### config.mk
export PLATFORM = sky130hd
export DESIGN_NAME = id_ex_hazard_reg
export DESIGN_NICKNAME = d
export VERILOG_FILES = /design/src/rtl/id_ex_hazard_reg.sv
export SDC_FILE = /design/constraint.sdc
export NUM_CORES = 1
export LEC_CHECK = 0
export CAP_MARGIN = 20
export CORE_ASPECT_RATIO = 0.8
export CORE_MARGIN = 2
export CORE_UTILIZATION = 31
export CTS_BUF_LIST = sky130_fd_sc_hd__clkbuf_4 sky130_fd_sc_hd__clkbuf_8 sky130_fd_sc_hd__clkbuf_16
export CTS_CLUSTER_SIZE = 25
export DETAILED_ROUTE_END_ITERATION = 10
export PLACE_DENSITY = 0.81
export SLEW_MARGIN = 15
export SYNTH_ARGS = -nofsm -noshare
export SYNTH_HDL_FRONTEND = slang
export SYNTH_SLANG_ARGS = --single-unit
### constraint.sdc
create_clock -name clk -period 2.1 [get_ports clk]
set_input_delay 0.42 -clock clk [delete_from_list [all_inputs] [get_ports clk]]
set_output_delay 0.42 -clock clk [all_outputs]
set_load 0.02 [all_outputs]
### src/rtl/id_ex_hazard_reg.sv
// ID/EX pipeline register with load-use stall, branch flush and memory freeze.
// Optional perf counters: define ID_EX_PERF_CNT_EN.
module id_ex_hazard_reg #(
  parameter int XLEN  = 32,
  parameter int CTRLW = 8
) (
  input  logic             clk,
  input  logic             rst,
  input  logic             id_valid,
  input  logic [XLEN-1:0]  id_pc,
  input  logic [4:0]       id_rs1,
  input  logic [4:0]       id_rs2,
  input  logic [4:0]       id_rd,
  input  logic             id_use_rs1,
  input  logic             id_use_rs2,
  input  logic [XLEN-1:0]  id_rs1_data,
  input  logic [XLEN-1:0]  id_rs2_data,
  input  logic [XLEN-1:0]  id_imm,
  input  logic             id_RegWEn,
  input  logic             id_MemRead,
  input  logic             id_MemWrite,
  input  logic [CTRLW-1:0] id_ctrl,
  input  logic             ex_branch_taken,
  input  logic             mem_stall,
  output logic             ex_valid,
  output logic [XLEN-1:0]  ex_pc,
  output logic [4:0]       ex_rs1,
  output logic [4:0]       ex_rs2,
  output logic [4:0]       ex_rd,
  output logic [XLEN-1:0]  ex_rs1_data,
  output logic [XLEN-1:0]  ex_rs2_data,
  output logic [XLEN-1:0]  ex_imm,
  output logic             ex_RegWEn,
  output logic             ex_MemRead,
  output logic             ex_MemWrite,
  output logic [CTRLW-1:0] ex_ctrl,
  output logic             pc_en,
  output logic             if_id_en,
  output logic             if_id_flush,
  output logic             lu_stall
`ifdef ID_EX_PERF_CNT_EN
  ,
  output logic [31:0]      perf_lu_cnt,
  output logic [31:0]      perf_flush_cnt
`endif
);

  typedef struct packed {
    logic             valid;
    logic [XLEN-1:0]  pc;
    logic [4:0]       rs1;
    logic [4:0]       rs2;
    logic [4:0]       rd;
    logic [XLEN-1:0]  rs1_data;
    logic [XLEN-1:0]  rs2_data;
    logic [XLEN-1:0]  imm;
    logic             RegWEn;
    logic             MemRead;
    logic             MemWrite;
    logic [CTRLW-1:0] ctrl;
  } id_ex_t;

  typedef enum logic [0:0] {
    RUN = 1'b0,
    LU  = 1'b1
  } state_e;

  id_ex_t ex_q, ex_d;
  state_e state_q, state_d;
  logic   hz;
  logic   rs1_hit;
  logic   rs2_hit;

  // Load in EX whose destination the ID instruction really reads.
  always_comb begin
    rs1_hit = id_use_rs1 & (id_rs1 == ex_q.rd);
    rs2_hit = id_use_rs2 & (id_rs2 == ex_q.rd);
    hz = ex_q.valid & ex_q.MemRead & (ex_q.rd != 5'd0)
       & id_valid & (rs1_hit | rs2_hit);
  end

  // Prioritised per-cycle action: reset, freeze, flush, bubble, capture.
  always_comb begin
    ex_d        = ex_q;
    state_d     = state_q;
    pc_en       = 1'b1;
    if_id_en    = 1'b1;
    if_id_flush = 1'b0;
    lu_stall    = 1'b0;
    if (rst) begin
      ex_d    = '0;
      state_d = RUN;
    end else if (mem_stall) begin
      pc_en    = 1'b0;
      if_id_en = 1'b0;
    end else if (ex_branch_taken) begin
      ex_d        = '0;
      state_d     = RUN;
      if_id_flush = 1'b1;
    end else if (hz) begin
      ex_d     = '0;
      state_d  = LU;
      pc_en    = 1'b0;
      if_id_en = 1'b0;
      lu_stall = 1'b1;
    end else begin
      ex_d.valid    = id_valid;
      ex_d.pc       = id_pc;
      ex_d.rs1      = id_rs1;
      ex_d.rs2      = id_rs2;
      ex_d.rd       = id_rd;
      ex_d.rs1_data = id_rs1_data;
      ex_d.rs2_data = id_rs2_data;
      ex_d.imm      = id_imm;
      ex_d.RegWEn   = id_RegWEn;
      ex_d.MemRead  = id_MemRead;
      ex_d.MemWrite = id_MemWrite;
      ex_d.ctrl     = id_ctrl;
      state_d       = RUN;
    end
  end

  // ID/EX register and stall-state register.
  always_ff @(posedge clk) begin
    if (rst) begin
      ex_q    <= '0;
      state_q <= RUN;
    end else begin
      ex_q    <= ex_d;
      state_q <= state_d;
    end
  end

  assign ex_valid    = ex_q.valid;
  assign ex_pc       = ex_q.pc;
  assign ex_rs1      = ex_q.rs1;
  assign ex_rs2      = ex_q.rs2;
  assign ex_rd       = ex_q.rd;
  assign ex_rs1_data = ex_q.rs1_data;
  assign ex_rs2_data = ex_q.rs2_data;
  assign ex_imm      = ex_q.imm;
  assign ex_RegWEn   = ex_q.RegWEn;
  assign ex_MemRead  = ex_q.MemRead;
  assign ex_MemWrite = ex_q.MemWrite;
  assign ex_ctrl     = ex_q.ctrl;

`ifdef ID_EX_PERF_CNT_EN
  logic [31:0] lu_cnt_q;
  logic [31:0] flush_cnt_q;

  // Stall and flush cycle counters; both outputs are low while frozen.
  always_ff @(posedge clk) begin
    if (rst) begin
      lu_cnt_q    <= '0;
      flush_cnt_q <= '0;
    end else begin
      if (lu_stall)    lu_cnt_q    <= lu_cnt_q + 32'd1;
      if (if_id_flush) flush_cnt_q <= flush_cnt_q + 32'd1;
    end
  end

  assign perf_lu_cnt    = lu_cnt_q;
  assign perf_flush_cnt = flush_cnt_q;
`endif

endmodule
# --- Word-level counts from Yosys, hierarchy flattened ---
# Index checks and enable logic that the tools add are counted.
totals:
  out_inout_bits: 159
  in_bits: 161
  ff_bits: 155
  word_cells: 35
op_classes:
  reduce_logical: 1
  bitwise_logic: 7
  muxes: 13
  n_eq_ne: 2
op_table:
  columns: ["operator", "n"]
  rows:
  - ["$mux 155", 2]
  - ["$mux 1", 11]
  - ["$eq 5x5->1", 2]
  - ["$and 1x1->1", 6]
  - ["$reduce_bool 5->1", 1]
  - ["$or 1x1->1", 1]

# --- Longest topological paths before layout ---
# Gate-level depths: netlist of run 1.
depth:
  ltp_word: 8
  ltp_mapped: 8
  depth_no_buf: 5

# --- Least setup slack after synthesis of run 1 ---
# Ideal clock, no wire load.
synth_timing:
  path_kind: "register to output"
  start: "register ex_q, in the netlist ex_rd[0]"
  end: "output pc_en"
  path_buffers: 1
  required_time_ns: 1.680
  arrival_time_ns: 1.765
  slack_ns: -0.085
  stages_incl_launch_ff: 6
  cell_sequence: "dfxtp_1 > or4_1 > nor2_1 > nor3_1 > a21oi_1 > buf_4"
synth_via:
  elab_chain_len: 8
  elab_cells_between_ends: 13
  cone_classes: "eq/ne: 2; mux: 4; bitwise: 6; reduce/logical: 1"
synth_lines:
  columns: ["item", "line", "text"]
  rows:
  - ["from (decl)", "68", "id_ex_t ex_q, ex_d;"]
  - ["from (signal assigned)", "126", "ex_q <= '0;"]
  - ["from (signal assigned)", "129", "ex_q <= ex_d;"]
  - ["$eq 5x5->1 (tied with other cells)", "76", "rs1_hit = id_use_rs1 & (id_rs1 == ex_q.rd);"]
  - ["$and 1x1->1, on equally long branches", "76, 77, 78", null]
  - ["$or 1x1->1 / $and 1x1->1 (equally long branches)", "79", "& id_valid & (rs1_hit | rs2_hit);"]
  - ["$and 1x1->1 (*)", "79", null]
  - ["$mux 1 (*) (4 in series)", null, null]
  - ["to (decl)", "37", "output logic pc_en,"]
# Every way passes the cells marked *; elsewhere a longest branch is shown, timed or not.

# --- Final worst setup path of run 1 ---
layout_timing:
  start: "register ex_q, in the netlist ex_rd[4]"
  end: "output lu_stall"
layout_via:
  elab_chain_len: 8
  elab_cells_between_ends: 13
  cone_classes: "eq/ne: 2; mux: 4; bitwise: 6; reduce/logical: 1"
layout_lines:
  columns: ["item", "line", "text"]
  rows:
  - ["$eq 5x5->1 (tied with other cells)", "76", null]
  - ["$and 1x1->1, on equally long branches", "76, 77, 78", null]
  - ["$or 1x1->1 / $and 1x1->1 (equally long branches)", "79", null]
  - ["$and 1x1->1 (*)", "79", null]
  - ["$mux 1 (*)", "100", "end else if (hz) begin"]
  - ["$mux 1 (*)", null, null]
  - ["$mux 1 (*)", "93", "end else if (mem_stall) begin"]
  - ["$mux 1 (*)", "90", "if (rst) begin"]
  - ["to (decl)", "40", "output logic lu_stall"]
# Marked as above.

==> flow_summary.ini, run 1 <==
[status]
status = finished with violations
failed_checks = negative setup slack

[final_layout]
nNetsFinal = 866
layout-drive-gt1-share_pct = 11.0
antenna_cells = 0
final_common_cell = clkdlybuf4s50_1
mostFrequentLayoutCells = clkdlybuf4s50_1 (305), a22o_1 (154), dfxtp_1 (150), buf_4 (20), clkbuf_16 (18)
post-route-util_pct = 60.1
syn_to_final_growth_pct = 87.3
nFillCells = 1200

[cts]
postCtsHoldBufs = 0
insertion_delay_ps = 410
cts_tree = yes
cts_buffers = 17
cts_root_buf = clkbuf_16
clock-sinks = 155
clk_path_buf_depth = 2
htreeDepth = 4
path_clk_slew_ps = 60

[logic_synthesis]
synth_top_cell_area_share_pct = 63.8
syn_nets = 537
synth_area_per_cell_um2 = 12.9
synth_top_area_cell = dfxtp_1
seq_area_frac_synth_pct = 63.8
synth_cell_type_count = 22
yosys_warnings = 0
synth_area_um2 = 4870
synth_cells = 376
ys_ff_latch = 155
synthTopCellsByArea = dfxtp_1 (64%), a22o_1 (28%), xnor2_1 (1.8%)

[drt]
drc = 0
num_vias = 4547
finalWirelength_um = 16800
wl_per_cell_um = 18.1
drt.antenna.violating_nets = 0
dr.pass1.iters = 4
avgViaCountPerCell = 4.90
drt_iter0_markers = 194

[timing]
setup_viol = 3
tightest_slew_ps = 445
slew_headroom_pct = 70.3
rsz0062_at_grt = true
finalCritPeriodShare_pct = 108
layout_setup_ws_ps = -168
finalClockSkew_ps = 7.27
whs_ps = 343
fin_tns_setup_ps = -496
hold_viol = 0
finalCriticalPeriod_ps = 2270
max_freq_mhz = 441
slew_viol_final = 0

[power_and_ir_drop]
seqPwrFrac_pct = 43.3
internal_power_uw = 5480
p_comb_share_pct = 13.8
power_frac_clock_pct = 42.9
switching_power_uw = 1750
p_leak_uw = 0.00356
switching_share_pct = 24.2
cellPowerDensity_nw_per_um2 = 793
ir_drop_mv = 0.481
totalPowerFinal_uw = 7230

[job]
max_cap_violations = 0

[setup_path]
crit_fanout = 4
cpPeakStageDelay_ps = 350
start_kind = register
cp.required_ps = 1680
slowest_stage = dfxtp_2
cp_cell_sequence = xnor2_1 -> nand4_1 -> o22a_1 -> nor4_2 -> buf_4
crit_start = ex_rd[4]
cp.arrival_ps = 1850
rr_startpoint = ex_rd[1]
crit_path_end_kind = output pin
worstSetupPathType = register to output pin

[die]
die_area_um2 = 16700
rows = 40
core_um2 = 15200
die_w_um = 144
ioPinCount = 320
start_util_pct = 32.1
die_y_um = 116

[placement]
port_buffers = 319
place.gp.congestion = 0.841
post-place-ws_ps = -727
dp_hpwl_um = 11900

[global_route]
grt_max_degree = 80
grtUsageTotal_pct = 18.6
grt_pass1_wl_um = 23900
antenna_found_initial = 0
grt_pass1_vias = 4594
grt.overflow.total = 0

[worst_hold_path]
hp-class = primary input to register
hp-start = id_rs1[0]
## kinds of logic after synthesis
kind of cell / Yosys count / synth area share, %
compound gates: 159 / 28.5
xor+xnor: 10 / 1.80
buf+inv: 35 / 4.17
flops: 155 / 63.8
simple gates: 17 / 1.80
## power groups by stage
stage                     Clock, µW  Combinational [µW]  Sequential (µW)
final                          3100                 994             3130
after global routing           3290                1050             3140
after CTS                      3170                 979             3130
after detailed placement          0                 963             3190
after global placement            0                 948             3190
after floorplan                   0                 205             3330
## final cells by class
type / count / area [µm²] / share of cell area [%]
Timing Repair Buffer: 345 / 3480 / 38.2
Sequential cell: 155 / 3110 / 34.2
Multi-Input combinational cell: 186 / 1650 / 18.1
Clock buffer: 19 / 447 / 4.90
Tap cell: 210 / 263 / 2.88
Clock inverter: 13 / 156 / 1.72
## Yosys cell counts
cell	instances
a22o_1	154
a32o_1	1
o22a_1	1
nor3b_1	1
or4_1	1
nor2_1	3
nand2_1	4
a31oi_1	1
or3_1	1
nor2b_1	1
a21oi_1	1
nor3_1	2
clkbuf_1	17
buf_2	9
nand3_1	1
nand4_1	2
o22ai_1	1
buf_6	7
xnor2_1	10
dfxtp_1	155
buf_4	2
nor4_1	1
## through the flow
step                cells  cell area [µm²]
finish                928             9110
detailed placement    891             8350
CTS                   927             9010
global route          928             9110
floorplan             376             4880
global placement      891             8350
## critical path, delay by kind of cell, from the launching register on
kind,cells,cell delay [ps]
buffers and inverters,1,190
AO/OA/AOI/OAI,1,250
XOR/XNOR,1,190
AND/OR/NAND/NOR,2,460
flip-flops,1,350
## path summary, 6_finish.rpt
path	to	slack (ps)	depth (start not counted)
hold / removal	ex_rs1[0]	340	2
hold reg to reg	ex_rs1_data[25]	480	1
setup reg to reg	ex_imm[22]	40	8
setup / recovery	lu_stall	-170	5
## flip-flops by register name, indices dropped and copies added (netlist names)
register,count
ex_MemRead,1
ex_rs2_data,32
ex_ctrl,8
ex_valid,1
ex_pc,32
ex_RegWEn,1
ex_rs2,5
ex_rs1,5
ex_rd,5
ex_MemWrite,1
ex_rs1_data,32
ex_imm,32
## what timing repair did
item / 4_1_cts / 5_1_grt
endpoints found under the setup margin: 147 / 107
gates resized for setup: 33 / 18
cloned: 1 / 1
buffers inserted: 3 / 0
pin swaps: 9 / 12
## per-layer routing
metal / global-route usage (%) / routed length [µm]
met2: 32.5 / 8280
met4: 8.82 / 517
met5: 0 / 0
met1: 20.7 / 6750
met3: 5.79 / 1290
No activity file was read; power rests on OpenSTA's default activity.
==> run 2: changes to the inputs <==
SLEW_MARGIN = not set   (was 15)
==> results of run 2 <==
The final DEF is identical to that of run 1; final timing and power are the same.
==> run 3: changes to the inputs <==
CORE_MARGIN = not set   (was 2)
==> run 3 against run 2 <==
Effect of this change: the run still ends with negative setup slack left; sequential share of layout area is 0.87 points lower; critical endpoint unchanged; worst hold slack better by 46 ps; first-iteration DRC count down 23%; combinational power up 6%; highest routed layer unchanged; critical path depth up 1; non-clock buffer count rose by 10; clock skew grew 3.8 ps; setup slack gained 40 ps; register-to-register slack worse by 90 ps.
==> flow_summary.ini, run 3 (same netlist as run 1, synthesis figures left out) <==
[status]
status = finished with violations
failed_checks = negative setup slack

[final_layout]
nNetsFinal = 876
final_common_cell = clkdlybuf4s50_1
mostFrequentLayoutCells = clkdlybuf4s50_1 (307), a22o_1 (154), dfxtp_1 (150), clkbuf_16 (19), buf_4 (18)
syn_to_final_growth_pct = 91.9
antenna_cells = 0
design_area_um2 = 9340
layout-drive-gt1-share_pct = 11.8

[setup_path]
crit_start = id_rs1[0]
crit_fanout = 2
cp.arrival_ps = 1810
worstSetupPathType = primary input to output pin
rr_startpoint = ex_rd[0]
crit_path_end_kind = output pin
cp.required_ps = 1680
start_kind = primary input

[die]
die_area_um2 = 16200
die_y_um = 114
start_util_pct = 32.1
core_um2 = 15200
rows = 40
ioPinCount = 320
die_w_um = 142

[power_and_ir_drop]
power_frac_clock_pct = 42.2
switching_share_pct = 24.0
p_comb_share_pct = 14.5
ir_drop_mv = 0.428
internal_power_uw = 5490
cellPowerDensity_nw_per_um2 = 774
p_leak_uw = 0.00363
totalPowerFinal_uw = 7220
switching_power_uw = 1730
seqPwrFrac_pct = 43.3

[timing]
slew_viol_final = 0
slew_headroom_pct = 58.1
whs_ps = 390
layout_setup_ws_ps = -128
finalCriticalPeriod_ps = 2230
rsz0062_at_grt = true
tightest_slew_ps = 628
setup_viol = 70
fin_tns_setup_ps = -2010
max_freq_mhz = 449
finalClockSkew_ps = 11.1
hold_viol = 0
finalCritPeriodShare_pct = 106

[cts]
clock-sinks = 155
htreeDepth = 4
cts_root_buf = clkbuf_16
cts_tree = yes
path_clk_slew_ps = 60
clk_path_buf_depth = 2
postCtsHoldBufs = 0
cts_buffers = 17
insertion_delay_ps = 420

[drt]
drt_iter0_markers = 150
drt.antenna.violating_nets = 0
drc = 0
wl_per_cell_um = 18.9
num_vias = 4660
dr.pass1.iters = 4
finalWirelength_um = 17800
avgViaCountPerCell = 4.97

[placement]
place.gp.congestion = 0.908
dp_hpwl_um = 11300
port_buffers = 319
post-place-ws_ps = -717
place_area_um2 = 8320

[worst_hold_path]
hp-start = id_rs2[2]
hp-class = primary input to register

[global_route]
grt_pass1_vias = 4835
grt.overflow.total = 0
grt_pass1_wl_um = 25500
antenna_found_initial = 0
grt_max_degree = 145
grtUsageTotal_pct = 20.7

[job]
max_cap_violations = 0
-- run 3: path summary, 6_finish.rpt --
check / endpoint / slack (ps) / cells past startpoint
max reg2reg: ex_imm[30] / -50 / 11
min: ex_rs2[2] / 390 / 2
max: lu_stall / -130 / 6
min reg2reg: ex_imm[28] / 480 / 1
-- run 3: per-stage QoR --
stage / instances / util, %
2_1_floorplan: 376 / -
3_3_place_gp: 887 / 54.8
3_5_place_dp: 887 / 54.8
4_1_cts: 932 / 60.9
5_1_grt: 938 / 61.6
6_report: 938 / 61.6
-- run 3: layer usage --
layer,GRT usage (%),part of all wire [%],vias to the layer above
li1,-,-,2134
met1,22.0,39,2260
met2,36.5,50,225
met3,6.65,7.5,41
met4,11.5,3.2,0
met5,0,0,-
-- run 3: power by group through the flow --
stage	combinational [µW]	sequential (µW)	clock, µW
floorplan	205	3330	0
global placement	943	3190	0
detailed placement	959	3190	0
CTS	1030	3130	3110
global route	1100	3140	3250
finish	1050	3130	3050
-- run 3: layout make-up --
class	count	area, µm²
tap	210	263
sequential	155	3110
clock inverter	12	138
multi-input combinational	186	1630
clock buffer	20	448
fill	1184	5830
timing repair buffer	355	3750
-- run 3: repair_timing --
item | CTS | global route
resized for setup | 43 | 4
buffers inserted | 7 | 2
gates cloned | 8 | 4
pin swaps | 10 | 5
setup endpoints to repair | 104 | 152
-- run 3: critical path, stage by stage --
cell and delay [ps]:
clkdlybuf4s50_1 530, xnor2_2 120, nand2_1 80, o22a_1 240
nor4_2 220, buf_2 200
